`src/rtl/jesd_enc_8b10b_pkg.sv`:
```
//==============================================================================
// Package : jesd_8b10b_pkg
// Desc    : Shared constants and K-code legality check for the 8b/10b encoder.
// Rev     : 1.0
//==============================================================================
`default_nettype none

package jesd_8b10b_pkg;

    localparam logic       RD_MINUS  = 1'b0;
    localparam logic       RD_PLUS   = 1'b1;
    localparam logic [9:0] K28_5_RDM = 10'b0011111010;
    localparam logic [9:0] K28_5_RDP = 10'b1100000101;

    function automatic logic is_legal_k(input logic [4:0] x, input logic [2:0] y);
        return (x == 5'd28) ||
               ((y == 3'd7) && ((x == 5'd23) || (x == 5'd27) ||
                                (x == 5'd29) || (x == 5'd30)));
    endfunction

endpackage

`default_nettype wire

```
`src/rtl/jesd_enc_8b10b_enc.sv`:
```
//==============================================================================
// Module : enc_5b6b_3b4b
// Desc   : Combinational 5b/6b + 3b/4b encoder with running-disparity update.
// Rev    : 1.0
//==============================================================================
`default_nettype none

module enc_5b6b_3b4b
    import jesd_8b10b_pkg::*;
(
    input  logic [7:0] data_i,
    input  logic       k_i,
    input  logic       rd_i,
    output logic [9:0] sym_o,
    output logic       rd_out_o,
    output logic       k_err_o
);

    logic [4:0] w_x;
    logic [2:0] w_y;
    logic       w_k28;
    logic [5:0] w_6b_m;
    logic [5:0] w_6b;
    logic       w_rd6;
    logic       w_alt7;
    logic [3:0] w_4b_m;
    logic       w_flip4;
    logic       w_k28_flip;
    logic [3:0] w_4b;

    assign k_err_o = k_i & ~is_legal_k(data_i[4:0], data_i[7:5]);

    // An illegal K is substituted by K28.5 before encoding.
    assign w_x   = k_err_o ? 5'd28 : data_i[4:0];
    assign w_y   = k_err_o ? 3'd5  : data_i[7:5];
    assign w_k28 = k_i & (w_x == 5'd28);

    // Tables hold the RD- column; RD+ is the complement where the code is RD-dependent.
    always_comb begin
        w_6b_m = 6'b000000;
        if (w_k28) begin
            w_6b_m = 6'b001111;
        end else begin
            case (w_x)
                5'd0:  w_6b_m = 6'b100111;
                5'd1:  w_6b_m = 6'b011101;
                5'd2:  w_6b_m = 6'b101101;
                5'd3:  w_6b_m = 6'b110001;
                5'd4:  w_6b_m = 6'b110101;
                5'd5:  w_6b_m = 6'b101001;
                5'd6:  w_6b_m = 6'b011001;
                5'd7:  w_6b_m = 6'b111000;
                5'd8:  w_6b_m = 6'b111001;
                5'd9:  w_6b_m = 6'b100101;
                5'd10: w_6b_m = 6'b010101;
                5'd11: w_6b_m = 6'b110100;
                5'd12: w_6b_m = 6'b001101;
                5'd13: w_6b_m = 6'b101100;
                5'd14: w_6b_m = 6'b011100;
                5'd15: w_6b_m = 6'b010111;
                5'd16: w_6b_m = 6'b011011;
                5'd17: w_6b_m = 6'b100011;
                5'd18: w_6b_m = 6'b010011;
                5'd19: w_6b_m = 6'b110010;
                5'd20: w_6b_m = 6'b001011;
                5'd21: w_6b_m = 6'b101010;
                5'd22: w_6b_m = 6'b011010;
                5'd23: w_6b_m = 6'b111010;
                5'd24: w_6b_m = 6'b110011;
                5'd25: w_6b_m = 6'b100110;
                5'd26: w_6b_m = 6'b010110;
                5'd27: w_6b_m = 6'b110110;
                5'd28: w_6b_m = 6'b001110;
                5'd29: w_6b_m = 6'b101110;
                5'd30: w_6b_m = 6'b011110;
                5'd31: w_6b_m = 6'b101011;
                default: w_6b_m = 6'b000000;
            endcase
        end
    end

    assign w_6b  = (rd_i && (($countones(w_6b_m) != 3) || (w_6b_m == 6'b111000)))
                   ? ~w_6b_m : w_6b_m;
    assign w_rd6 = rd_i ^ ($countones(w_6b_m) != 3);

    assign w_alt7 = (w_y == 3'd7) &&
                    (k_i ||
                     (!w_rd6 && ((w_x == 5'd17) || (w_x == 5'd18) || (w_x == 5'd20))) ||
                     ( w_rd6 && ((w_x == 5'd11) || (w_x == 5'd13) || (w_x == 5'd14))));

    always_comb begin
        w_4b_m = 4'b0000;
        case (w_y)
            3'd0: w_4b_m = 4'b1011;
            3'd1: w_4b_m = 4'b1001;
            3'd2: w_4b_m = 4'b0101;
            3'd3: w_4b_m = 4'b1100;
            3'd4: w_4b_m = 4'b1101;
            3'd5: w_4b_m = 4'b1010;
            3'd6: w_4b_m = 4'b0110;
            3'd7: w_4b_m = w_alt7 ? 4'b0111 : 4'b1110;
            default: w_4b_m = 4'b0000;
        endcase
    end

    // K28.y neutral 4b codes are inverted when the 6b part left RD-.
    assign w_flip4    = w_rd6 && (($countones(w_4b_m) != 2) || (w_y == 3'd3));
    assign w_k28_flip = w_k28 && !w_rd6 &&
                        ((w_y == 3'd1) || (w_y == 3'd2) || (w_y == 3'd5) || (w_y == 3'd6));
    assign w_4b       = w_4b_m ^ {4{w_flip4 ^ w_k28_flip}};

    assign sym_o    = {w_6b, w_4b};
    assign rd_out_o = w_rd6 ^ ($countones(w_4b_m) != 2);

endmodule

`default_nettype wire

```
`src/rtl/jesd_enc_8b10b.sv`:
```
//==============================================================================
// Module : jesd_enc_8b10b
// Desc   : Per-lane JESD204B 8b/10b encoder, one registered symbol per valid octet.
// Rev    : 1.0
//==============================================================================
`default_nettype none

module jesd_enc_8b10b
    import jesd_8b10b_pkg::*;
#(
    parameter logic INIT_RD = RD_MINUS
) (
    input  logic       clk,
    input  logic       rst_n,
    input  logic       i_valid,
    input  logic [7:0] i_data,
    input  logic       i_k,
    output logic       o_valid,
    output logic [9:0] o_symbol,
    output logic       o_rd,
    output logic       o_k_err
);

    logic       valid_q;
    logic [9:0] sym_q;
    logic       rd_q;
    logic       k_err_q;

    logic [9:0] sym_d;
    logic       rd_d;
    logic       k_err_d;

    enc_5b6b_3b4b u_enc (
        .data_i   (i_data),
        .k_i      (i_k),
        .rd_i     (rd_q),
        .sym_o    (sym_d),
        .rd_out_o (rd_d),
        .k_err_o  (k_err_d)
    );

    always_ff @(posedge clk or negedge rst_n) begin
        if (!rst_n) begin
            valid_q <= 1'b0;
            sym_q   <= 10'b0;
            rd_q    <= INIT_RD;
            k_err_q <= 1'b0;
        end else begin
            valid_q <= i_valid;
            if (i_valid) begin
                sym_q   <= sym_d;
                rd_q    <= rd_d;
                k_err_q <= k_err_d;
            end
        end
    end

    assign o_valid  = valid_q;
    assign o_symbol = sym_q;
    assign o_rd     = rd_q;
    assign o_k_err  = k_err_q;

endmodule

`default_nettype wire

```
`config.mk`:
```
export PLATFORM = sky130hd
export DESIGN_NAME = jesd_enc_8b10b
export DESIGN_NICKNAME = d
export VERILOG_FILES = /design/src/rtl/jesd_enc_8b10b_pkg.sv /design/src/rtl/jesd_enc_8b10b_enc.sv /design/src/rtl/jesd_enc_8b10b.sv
export SDC_FILE = /design/constraint.sdc
export NUM_CORES = 1
export LEC_CHECK = 0
export CORE_ASPECT_RATIO = 0.6
export CORE_MARGIN = 4
export CORE_UTILIZATION = 55
export CTS_CLUSTER_SIZE = 24
export DETAILED_ROUTE_END_ITERATION = 8
export GPL_TIMING_DRIVEN = 0
export PLACE_DENSITY = 0.9
export REMOVE_ABC_BUFFERS = 1
export SYNTH_ARGS = -nofsm -noshare
export SYNTH_HDL_FRONTEND = slang
export SYNTH_SLANG_ARGS = --single-unit
```
`constraint.sdc`:
```
create_clock -name clk -period 2.8 [get_ports clk]
set_input_delay 0.56 -clock clk [delete_from_list [all_inputs] [get_ports clk]]
set_output_delay 0.56 -clock clk [all_outputs]
set_load 0.01 [all_outputs]
```
==> metrics.txt, run 1 <==
DRC Markers 0; all-layer global routing usage 0.270; reg-to-reg endpoint o_rd; GR Util met3 0.0669; worst r2r path cells 9; RSZ-0062 raised after global routing yes; MaxCap Viol Count 0; Mean Syn Cell Area 8.25 sq um; Top FF cell, synth dfrtp_1; Cell Area, Synth 1730 sq um; crit share post-route 1.95; gr busiest metal met2; CP top delay family adder cells; Worst Setup EP o_rd; share of cells above drive strength 1 0.335; Congestion Overflow GR 0; largest net degree at the start of global routing 18; 1st-pass router iterations 5; crit path from i_data[3]; Pwr Density 605 nW/um^2; DRT iter0 DRCs 167; CTS tree done; setup TNS -22.59 ns; Hold Buf Count CTS 0; drt wl/cell 19.0 um; final hold vios 0; Skew-Pair Late Insertion Delay 0.24 ns; crit-path max FO 7; Worst Tran Pin Value 0.556 ns; Peak VDD IR 0.000554 V; vias in the first global route 1,827; Antenna Cells 0; commonest cells after routing, fill and taps aside 29 x buf_4, 17 x inv_1, 15 x nand2_1, 15 x clkdlybuf4s50_1; Max stage delay on crit path 0.50 ns; sequential-to-total area share from yosys stat 0.188; Clock transition at path regs 0.05 ns; crit path time final 5.46 ns; met1 GRT Util 0.368; Clock Path Buffers 2; sum of buffers and inverters on the critical path 3; die width 80.4 um; detailed-route vias per instance 6.36; ys async rst share 1.00; Critical Path RT 2.92 ns; WL final 5.73 mm; initial antenna violation count 0; max-slew violation count 0; Filler cells 137; CP Depth 26; Setup CP Type input port to flip-flop; yosys warns 0; commonest non-fill, non-tap cell in the layout buf_4; IO Pins 25; CTS Buf Count 3; post-DP HPWL 3.18 mm; clock root buffer clkbuf_8; fin nets 294; CP max-delay cell fa_1; Leak 1.18 nW; GPL Wtd Cong 0.857; worst reg2reg setup slack 0.31 ns; status finished, violations left; port bufs 24; CTS sink cnt 13; Worst Setup End Kind flip-flop; crit path launch type input port; WHS 0.489 ns; via count 1,920; fmax 183 MHz; die area 4140 sq um; count of state elements after synthesis 13; die height 51.5 um; Mapped Cells 210; worst setup margin -2.66 ns; Critical R2R Launch o_rd; Layout area overhead 49.9%; Initial Util 0.588; hold crit path type flip-flop to flip-flop; Clock Skews 0.00139 ns; number of synthesized flops with an enable pin 0; # rows 15; Routed Antenna Nets 0; Max-slew headroom 0.628; final setup fails 11; core area 2950 sq um; H-tree levels 1; failing checks negative setup slack; global-route wire length before repair 8.57 mm; Distinct cells, synth 57; met2 usage 0.422; Crit path arrival time 5.58 ns
-- how the worst min path moves through the flow --
| stage | start | to | depth (start not counted) |
|---|---|---|---|
| after CTS | o_k_err | o_k_err | 2 |
| after global placement | o_symbol[7] | o_symbol[7] | 1 |
| after floorplan | rst_n | o_k_err | 0 |
| after detailed placement | o_k_err | o_k_err | 2 |
| final | o_symbol[7] | o_symbol[7] | 1 |
| after global routing | o_symbol[7] | o_symbol[7] | 1 |
-- Yosys cell counts, drive strengths merged (3+ instances only) --
cell     instances  share of area
nor3             7          0.020
ha              19           0.14
o21ai           11          0.034
mux2             4          0.028
a21oi           10          0.029
and3             3          0.011
nand3            6          0.017
nor2            11          0.024
a21o             3          0.013
xor2             3          0.015
xnor2            7          0.035
o211ai           6          0.034
inv             19          0.041
dfrtp           13           0.19
mux2i            3          0.017
buf              5          0.016
or3b             3          0.015
nand2           19          0.041
nand2b           8          0.029
clkbuf           5          0.011
o2bb2ai          3          0.015
-- flip-flops by register name (all words and copies together) (netlist names) --
register and flops:
o_symbol 10, o_k_err 1, o_rd 1, o_valid 1
-- metal layers --
| metal | vias up | part of all wire |
|---|---|---|
| li1 | 860 | - |
| met3 | 24 | 0.11 |
| met4 | 0 | 0.021 |
| met2 | 127 | 0.45 |
| met5 | - | 0 |
| met1 | 909 | 0.42 |
-- where the power goes --
group / leakage, nW / internal, mW / switching, mW
sequential: 0.153 / 0.268 / 0.0597
clock: 0.0255 / 0.0983 / 0.0663
combinational: 1.00 / 0.591 / 0.488
total: 1.18 / 0.957 / 0.614
-- layout make-up --
cell class | count | area [sq um] | share of cell area
Clock buffer | 3 | 41.3 | 0.0159
Clock inverter | 1 | 5.00 | 0.00193
Inverter | 19 | 76.3 | 0.0294
Multi-Input combinational cell | 168 | 1520 | 0.586
Sequential cell | 13 | 325 | 0.125
Tap cell | 42 | 52.6 | 0.0203
Timing Repair Buffer | 56 | 574 | 0.221
-- logic make-up (layout without fill, tap and decap cells) --
kind of cell	count (synthesis)	in the layout	share of synthesized area
AND/OR/NAND/NOR	71	71	0.216
AO/OA/AOI/OAI	59	59	0.272
buffers and inverters	29	79	0.0679
adder cells (fa/ha/maj)	21	21	0.160
flip-flops	13	13	0.188
XOR/XNOR	10	10	0.0506
multiplexers	7	7	0.0455
-- through the flow --
stage                     setup slack [ns]  area, sq um  power (mW)  utilization  instances
after floorplan                      -2.92         1690       0.773            -        200
after global placement               -4.65         1980        1.03        0.671        266
after detailed placement             -4.80         1980        1.05        0.671        266
final                                -2.66         2590        1.57        0.881        302
after global routing                 -2.86         2590        1.66        0.881        302
after CTS                            -2.53         2450        1.41        0.832        290
-- repair_timing --
action                                  in CTS  in global routing
endpoints found under the setup margin      11                 11
buffers inserted                            18                 13
resized for setup                           89                  9
gates cloned                                 2                  0
pin swaps                                   26                 18
Power figures use the tool's default switching activity.
==> run 2: changes to the inputs <==
--- a/config.mk
+++ b/config.mk
@@ -5,14 +5,16 @@
 export SDC_FILE = /design/constraint.sdc
 export NUM_CORES = 1
 export LEC_CHECK = 0
+export ABC_AREA = 1
 export CORE_ASPECT_RATIO = 0.6
 export CORE_MARGIN = 4
-export CORE_UTILIZATION = 55
+export CORE_UTILIZATION = 54
 export CTS_CLUSTER_SIZE = 24
 export DETAILED_ROUTE_END_ITERATION = 8
 export GPL_TIMING_DRIVEN = 0
-export PLACE_DENSITY = 0.9
+export PLACE_DENSITY = 0.89
 export REMOVE_ABC_BUFFERS = 1
+export SLEW_MARGIN = 25
 export SYNTH_ARGS = -nofsm -noshare
 export SYNTH_HDL_FRONTEND = slang
 export SYNTH_SLANG_ARGS = --single-unit
==> metrics.txt, run 2 <==
die height 50.5 um (-1.9%); Log Error [ERROR DPL-0038] Utilization greater than 100%, impossible to legalize; Cell Area, Synth 1620 sq um (-6.3%); H-tree levels 1 (unchanged); ys async rst share 1.00 (unchanged); GPL Wtd Cong 0.919 (+7.3%); port bufs 24 (unchanged); clock root buffer clkbuf_8; Top FF cell, synth dfrtp_1; post-DP HPWL 2.94 mm (-7.7%); Initial Util 0.565 (-0.0225); pre-CTS setup slack -3.49 ns (+1.30 ns); die width 78.8 um (-2.1%); count of state elements after synthesis 13 (unchanged); Mean Syn Cell Area 6.52 sq um (-21%); area leader, netlist dfrtp_1; Mapped Cells 249 (+19%); Halt Stage global routing (5_1_grt); status stopped before the end; commonest cells in the netlist 79 x nand2_1, 33 x inv_1, 19 x ha_1; CTS Buf Count 3 (unchanged); largest net degree at the start of global routing 16; # rows 15 (unchanged); IO Pins 25 (unchanged); sequential-to-total area share from yosys stat 0.200 (+0.0126); Area contributors post-synth dfrtp_1 20%, nand2_1 18%, ha_1 15%; Distinct cells, synth 31 (-46%); top-count cell post-synth nand2_1; CTS sink cnt 13 (unchanged); Clock Path Buffers 2 (unchanged); Worst endpoint, post-GRT repair o_rd$_DFFE_PN0P_/D; yosys warns 0 (unchanged); top cell type's share of synthesized area 0.200 (+0.0126); type of pin the worst path ends at register data pin; number of synthesized flops with an enable pin 0 (unchanged)
## run 2: cell types whose count changed after synthesis, sizes merged, moves of 4 or more
cell,before,now
nand4,2,8
nand3,6,19
nand2,19,91
nand2b,8,0
clkbuf,5,1
inv,19,41
mux2,4,0
xnor2,7,3
nor2,11,20
o211ai,6,1
a21oi,10,5
## run 2: per-stage QoR
step	std cells	utilization	setup TNS (ns)	instance area, sq um	hold slack, ns
after floorplan	246	-	-15.93	1600	0.264
after global placement	312	0.658	-28.69	1890	0.463
after CTS	375	0.939	-14.34	2700	0.472
after detailed placement	312	0.658	-29.36	1890	0.466
## run 2: what timing repair did
item	in CTS
cloned	0
endpoints found under the setup margin	11
hold buffers	0
pin swaps	66
buffers inserted	63
gates resized for setup	120
## run 2: cells by family after synthesis
group,count (synthesis),share of synthesized area
adder cells (fa/ha/maj),21,0.171
AND/OR/NAND/NOR,144,0.414
XOR/XNOR,4,0.0216
buffers and inverters,45,0.116
AO/OA/AOI/OAI,22,0.0763
flip-flops,13,0.200
==> run 3: changes to the inputs <==
--- a/config.mk
+++ b/config.mk
@@ -6,13 +6,11 @@
 export NUM_CORES = 1
 export LEC_CHECK = 0
 export ABC_AREA = 1
-export CORE_ASPECT_RATIO = 0.6
 export CORE_MARGIN = 4
-export CORE_UTILIZATION = 54
-export CTS_CLUSTER_SIZE = 24
+export CORE_UTILIZATION = 40
 export DETAILED_ROUTE_END_ITERATION = 8
 export GPL_TIMING_DRIVEN = 0
-export PLACE_DENSITY = 0.89
+export PLACE_DENSITY_LB_ADDON = 0.15
 export REMOVE_ABC_BUFFERS = 1
 export SLEW_MARGIN = 25
 export SYNTH_ARGS = -nofsm -noshare
==> metrics.txt, run 3 <==
status finished, violations left; failing checks negative setup slack; area leader, netlist dfrtp_1; crit path time final 4.62 ns; initial antenna violation count 0; share of cells above drive strength 1 0.521; MaxCap Viol Count 0; post-DP HPWL 2.87 mm (-2.4%); Top FF cell, synth dfrtp_1; worst r2r path cells 12; CTS sink cnt 13 (unchanged); Mean Syn Cell Area 6.52 sq um (unchanged); Max stage delay on crit path 0.50 ns; crit path launch type input port; final setup fails 11; worst reg2reg setup slack 0.74 ns; ys async rst share 1.00 (unchanged); final hold vios 0; count of state elements after synthesis 13 (unchanged); commonest cells in the netlist 79 x nand2_1, 33 x inv_1, 19 x ha_1; core area 3800 sq um; Crit path arrival time 4.73 ns; die area 5140 sq um; Peak VDD IR 0.000302 V; IO Pins 25 (unchanged); fmax 216 MHz; Pwr Density 559 nW/um^2; worst setup margin -1.82 ns; CTS tree done; Area contributors post-synth dfrtp_1 20%, nand2_1 18%, ha_1 15%; top-count cell post-synth nand2_1; commonest non-fill, non-tap cell in the layout nand2_1; max-slew violation count 0; CTS Buf Count 3 (unchanged); Critical Path RT 2.91 ns; global-route wire length before repair 8.18 mm; 1st-pass router iterations 4; Worst Setup End Kind flip-flop; Worst Tran Pin Value 0.589 ns; DRC Markers 0; Initial Util 0.427 (-0.138); Critical R2R Launch o_rd; sequential-to-total area share from yosys stat 0.200 (unchanged); detailed-route vias per instance 5.28; port bufs 24 (unchanged); pre-CTS setup slack -3.59 ns (-0.0947 ns); die width 71.7 um (-9.0%); Comb pwr share 0.718; max reg flops 10; Antenna Cells 0; largest net degree at the start of global routing 16; setup TNS -13.00 ns; commonest cells after routing, fill and taps aside 57 x nand2_1, 50 x buf_4, 23 x nand2_2, 18 x inv_1, 15 x clkdlybuf4s50_1; via count 1,995; reg-to-reg endpoint o_rd; yosys warns 0 (unchanged); crit share post-route 1.65; Distinct cells, synth 31 (unchanged); clock share of power 0.102; Clock transition at path regs 0.05 ns; Skew-Pair Late Insertion Delay 0.25 ns; DRT iter0 DRCs 87; Leak 1.43 nW; GPL Wtd Cong 0.887 (-3.5%); number of synthesized flops with an enable pin 0 (unchanged); hold path depth 2; NetSw 0.687 mW; crit-path max FO 6; # rows 22 (+7); sw frac 0.416; Layout area overhead 82.1%; Clock Path Buffers 2 (unchanged); die height 71.7 um (+42%); Mapped Cells 249 (unchanged); Hold Buf Count CTS 0 (unchanged); WHS 0.472 ns; all-layer global routing usage 0.201; Hold Path Sink o_symbol[8]; HP Start o_symbol[8]; RSZ-0062 raised after global routing yes; hold crit path type flip-flop to flip-flop; vias in the first global route 1,822; fin nets 364; H-tree levels 1 (unchanged); internal power 0.964 mW; top cell type's share of synthesized area 0.200 (unchanged); Flop pwr share 0.180; Cell Area, Synth 1620 sq um (unchanged); Congestion Overflow GR 0; Max-slew headroom 0.606; Setup CP Type input port to flip-flop; Util after Layout 0.778; Routed Antenna Nets 0; WL final 5.75 mm; CP max-delay cell fa_1; Clock Skews 0.00319 ns; drt wl/cell 15.2 um; clock root buffer clkbuf_8
## run 3: cell counts after synthesis
No cell type changed its count.
## run 3: worst max path at each step
stage	from	endpoint	cells after the start	slack, ns
3_3_place_gp	i_data[2]	o_rd	35	-3.58
6_report	i_data[2]	o_rd	33	-1.82
2_1_floorplan	i_data[3]	o_rd	32	-2.19
4_1_cts	i_data[3]	o_rd	33	-1.81
5_1_grt	i_data[2]	o_rd	34	-2.12
3_5_place_dp	i_data[2]	o_rd	36	-3.59
## run 3: final cells by class
type                    count  area [sq um]
multi-input cells         191          1590
well taps                  48          60.1
flip-flops and latches     13           325
repair buffers             80           736
inverters                  42           198
fillers                   268           843
clock buffers               4          45.0
## run 3: kinds of logic (layout without fill, tap and decap cells)
logic type | count (synthesis) | after routing | share of synthesized area
AO/OA/AOI/OAI | 22 | 22 | 0.0763
XOR/XNOR | 4 | 4 | 0.0216
adder cells (fa/ha/maj) | 21 | 21 | 0.171
buffers and inverters | 45 | 126 | 0.116
flip-flops | 13 | 13 | 0.200
AND/OR/NAND/NOR | 144 | 144 | 0.414
## run 3: worst max-delay path, delay by kind of cell
family / cells / cell delay, ns
buffers and inverters: 6 / 0.49
xor gates and xnor gates: 2 / 0.37
adders and majority gates: 5 / 1.42
and+or+nand+nor: 17 / 1.59
AOI/OAI and AO/OA: 3 / 0.30
## run 3: repair_timing
| item | CTS | global route |
|---|---|---|
| resized for setup | 121 | 63 |
| setup endpoints to repair | 11 | 11 |
| pin swaps | 43 | 47 |
| hold endpoints to repair | 0 | 0 |
| setup buffers | 47 | 20 |
| gates cloned | 0 | 0 |
## run 3: metal layers
metal	vias to the layer above	track usage	wire [um]
met1	936	0.233	2260
met3	27	0.0309	234
met5	-	0	0
met2	74	0.356	3000
li1	958	-	-
met4	0	0.0981	259
## run 3: power groups by stage
| stage | clock network [mW] | registers (mW) | logic, mW |
|---|---|---|---|
| floorplan | 0 | 0.332 | 0.397 |
| global placement | 0 | 0.301 | 0.676 |
| global route | 0.182 | 0.310 | 1.29 |
| CTS | 0.172 | 0.298 | 0.986 |
| finish | 0.168 | 0.298 | 1.19 |
| detailed placement | 0 | 0.301 | 0.682 |
## run 3: metrics by stage
step | std cells | cell area (sq um) | power (mW)
2_1_floorplan | 246 | 1600 | 0.729
3_3_place_gp | 318 | 1900 | 0.976
3_5_place_dp | 318 | 1900 | 0.983
4_1_cts | 368 | 2620 | 1.46
5_1_grt | 378 | 2960 | 1.79
6_report | 378 | 2960 | 1.65
==> edit 1: new RTL, config.mk and constraints of run 1 <==
Remove the register `valid_q`: a continuous assignment takes its place, so the output `o_valid` follows one clock earlier.
--- a/src/rtl/jesd_enc_8b10b.sv
+++ b/src/rtl/jesd_enc_8b10b.sv
@@ -42,10 +42,8 @@
     always_ff @(posedge clk or negedge rst_n) begin
         if (!rst_n) begin
-            valid_q <= 1'b0;
             sym_q   <= 10'b0;
             rd_q    <= INIT_RD;
             k_err_q <= 1'b0;
         end else begin
-            valid_q <= i_valid;
             if (i_valid) begin
                 sym_q   <= sym_d;
@@ -55,4 +53,6 @@
         end
     end
+
+    assign valid_q = i_valid;
 
     assign o_valid  = valid_q;
Check against the original RTL: not equivalent (a bounded check fails within 4 cycles, from zero or initial values and one cycle with rst_n low).
==> edit 1 against run 1 <==
- the run still ends with negative setup slack left
- final area increased by 9.5%
- total power grew 12%
- hold slack improved by 0.028 ns
- largest cell class unchanged
- global-route usage increased by 6.8 points
- worst setup slack lost 0.20 ns
- area after synthesis rose by 5.2%
- highest routed layer unchanged
- sequential cell count fell by 1
- routed wire length grew 47%
- first-iteration DRC count up 100%
==> edit 1: results (changes against run 1) <==
initialDrtViolationCount: 334  # +100%
timing.final.ws_setup_ns: -2.87  # -0.204 ns
tns_ns: -25.79  # -3.20 ns
grt_pass1_wl_microns: 10700  # +25%
synthDistinctLibCells: 63  # +11%
final.fill_count: 86  # -37%
synth_cells: 214  # +1.9%
ys_top_cells_by_count: "ha_1 (19), inv_1 (16), nand2_1 (15), nor2_1 (14), dfrtp_1 (12)"
dp_slack_ns: -4.62  # +0.179 ns
slew_headroom_pct: 58.9  # -3.9 points
first_pass_iters: 6  # +1
fin_skew_ns: 0.00423  # +0.00284 ns
postRouteWirelength_microns: 8440  # +47%
routedWlPerCell_microns: 26.8  # +41%
post-dp-hpwl_microns: 3410  # +7.2%
outcome: "complete, but fails checks"
drive_above_1_share_pct: 42.9  # +9.4 points
dp.cells: 267  # +0.38%
seq_area_frac_synth_pct: 16.5  # -2.3 points
synthTopCellsByArea: "dfrtp_1 (16%), ha_1 (13%), nand2b_1 (3.4%), inv_1 (3.3%), nand2_1 (3.1%)"
fin_util_pct: 94.0  # +5.9 points
vias: 2351  # +22%
nets: 307  # +4.4%
peakVddDrop_mv: 0.502  # -9.4%
cts_buffer_depth: 2  # unchanged
setup_violations: 11  # unchanged
path_max_fanout: 4  # -3
p_leak_nw: 1.23  # +4.1%
clk_latency_ns: 0.26  # +0.02 ns
grt_pass1_vias: 2143  # +17%
grt_use_total_pct: 33.7  # +6.8 points
violations: "negative setup slack"
post_dp_cell_area_sq_um: 2020  # +2.0%
==> edit 1: area by class of cell <==
type / count / area share [%]
multi-input cells: 173 / 59.8
repair buffers: 68 / 23.4
well taps: 42 / 1.85
flip-flops and latches: 12 / 10.6
inverters: 16 / 2.38
clock buffers: 4 / 1.94
==> edit 1: logic make-up (layout without fill, tap and decap cells) <==
family | Yosys count | after routing | share of synthesized area (%)
flops | 12 | 12 | 16.5
xor+xnor | 10 | 10 | 5.22
mux | 6 | 6 | 3.43
fa+ha+maj | 21 | 21 | 15.2
buf+inv | 29 | 88 | 8.58
compound gates | 61 | 61 | 28.0
simple gates | 75 | 75 | 23.1
==> edit 1: routing by layer <==
layer	track usage [%]	up-vias	share of wire, %
li1	-	895	-
met2	54.3	284	41
met3	10.3	109	14
met1	42.0	1063	36
met5	0	-	0
met4	13.5	0	8.9
==> edit 1: repair_timing <==
| item | 4_1_cts | 5_1_grt |
|---|---|---|
| hold buffers | 0 | 0 |
| gates resized for setup | 103 | 22 |
| setup buffers | 31 | 13 |
| cloned | 1 | 0 |
| endpoints found under the setup margin | 11 | 11 |
| pin swaps | 26 | 23 |
| hold endpoints to repair | 0 | 0 |
==> edit 1: worst max-delay path, stage by stage <==
cell and delay, ns:
buf_16 0.12, nand4b_1 0.22, o211a_4 0.20, o21ai_4 0.18, and2_4 0.21, buf_12 0.12, ha_1 0.24, nand2b_1 0.15
a22oi_1 0.22, a21oi_1 0.12, mux2i_1 0.34, nor2_1 0.09, ha_1 0.25, fa_1 0.55, ha_4 0.31, nand4bb_4 0.20
xnor2_4 0.21, buf_4 0.16, nor3_2 0.20, o22ai_2 0.15, nand2_2 0.10, ha_4 0.21, xor2_2 0.14, a21oi_2 0.13
xnor2_1 0.14, nand2_1 0.09, xnor2_1 0.17
==> edit 1: path summary, 6_finish.rpt <==
kind	depth (start not counted)	end	slack (ns)	start
worst min-delay path	1	o_symbol[5]	0.52	o_symbol[5]
worst max-delay path	27	o_rd	-2.87	i_data[2]
worst max register to register	11	o_rd	0.41	o_rd
max in group asynchronous	1	o_symbol[1]	1.71	rst_n
worst min register to register	1	o_symbol[5]	0.52	o_symbol[5]
min in group asynchronous	1	o_k_err	0.69	rst_n
==> edit 1: power by group <==
| group | leakage (nW) | switching, mW | internal [mW] |
|---|---|---|---|
| combinational | 1.06 | 0.591 | 0.637 |
| sequential | 0.142 | 0.0754 | 0.253 |
| clock | 0.0288 | 0.0788 | 0.125 |
==> edit 2: new RTL, flow settings as in run 1 <==
Without the edit above. Add an input register stage for `i_data`, with the module's reset; this delays it by one clock. The other inputs are not delayed to match.
--- a/src/rtl/jesd_enc_8b10b.sv
+++ b/src/rtl/jesd_enc_8b10b.sv
@@ -22,4 +22,14 @@
 );
 
+    logic [7:0] i_data_q;
+
+    always_ff @(posedge clk or negedge rst_n) begin
+        if (!rst_n) begin
+            i_data_q <= '0;
+        end else begin
+            i_data_q <= i_data;
+        end
+    end
+
     logic       valid_q;
     logic [9:0] sym_q;
@@ -32,5 +42,5 @@
 
     enc_5b6b_3b4b u_enc (
-        .data_i   (i_data),
+        .data_i   (i_data_q),
         .k_i      (i_k),
         .rd_i     (rd_q),
Behaviour: not the same (a bounded check fails within 4 cycles, from zero or initial values and one cycle with rst_n low).
==> edit 2 against run 1 <==
- worst setup slack lost 0.28 ns
- final area up 5.6%
- clock skew grew 0.012 ns
- sequential cell count is 8 higher
- highest routed layer unchanged
- non-clock buffer count increased by 2
- area after synthesis increased by 13%
- the flow still finishes with violations (negative setup slack)
- via count is 15% higher
- routed wire length up 35%
- total power is 14% higher
==> edit 2: results (changes against run 1) <==
outcome: "complete, but fails checks"
violations: "negative setup slack"
grt_pass1_wl_microns: 10400  # +21%
grt_pass1_vias: 2027  # +11%
fin_skew_ns: 0.0131  # +0.0117 ns
clk_share_pct: 1.78  # -0.0040 points
met3_usage_pct: 7.97  # +1.3 points
final_cells: 319  # +5.6%
nets: 308  # +4.8%
dp.cells: 281  # +5.6%
max_stage_delay_ns: 0.55  # +0.05 ns
met2_length_microns: 3260  # +27%
p_total_mw: 1.79  # +14%
setup_violations: 11  # unchanged
seq_area_frac_synth_pct: 26.8  # +8.0 points
tns_ns: -28.07  # -5.48 ns
r2r_cells: 23  # +14
synth_compound_area_share_pct: 23.3  # -3.9 points
peakVddDrop_mv: 0.588  # +6.2%
vias: 2208  # +15%
p_seq_mw: 0.475  # +45%
routedWlPerCell_microns: 24.3  # +28%
core_sq_um: 3340  # +13%
globalRouteMet1Util_pct: 38.4  # +1.6 points
cp.arrival_ns: 5.90  # +0.32 ns
grt_use_total_pct: 30.1  # +3.1 points
p_leak_nw: 1.20  # +1.7%
gp_congestion: 0.953  # +11%
multiInputGateArea_sq_um: 1520  # +0.16%
timing.final.ws_setup_ns: -2.94  # -0.279 ns
[edit 2: changes by cell type in the layout (fill, tap and decap cells not counted), moves of 3 or more]
cell	before	now
dfrtp_2	0	4
clkdlybuf4s50_1	15	23
nor2_1	10	14
nand2b_1	5	8
dlygate4sd2_1	3	0
dfrtp_1	13	16
inv_1	17	14
[edit 2: final timing paths]
| kind | from | endpoint | slack (ns) |
|---|---|---|---|
| max reg2reg | i_data_q[2] | o_rd | -2.94 |
| min reg2reg | o_k_err | o_k_err | 0.50 |
| min in group asynchronous | rst_n | o_rd | 0.82 |
| max | i_data_q[2] | o_rd | -2.94 |
| min | o_k_err | o_k_err | 0.50 |
| max in group asynchronous | rst_n | i_data_q[2] | 1.26 |
[edit 2: timing repair]
action / 4_1_cts / 5_1_grt
pin swaps: 16 / 21
setup buffers: 26 / 8
gates resized for setup: 45 / 13
setup endpoints to repair: 11 / 11
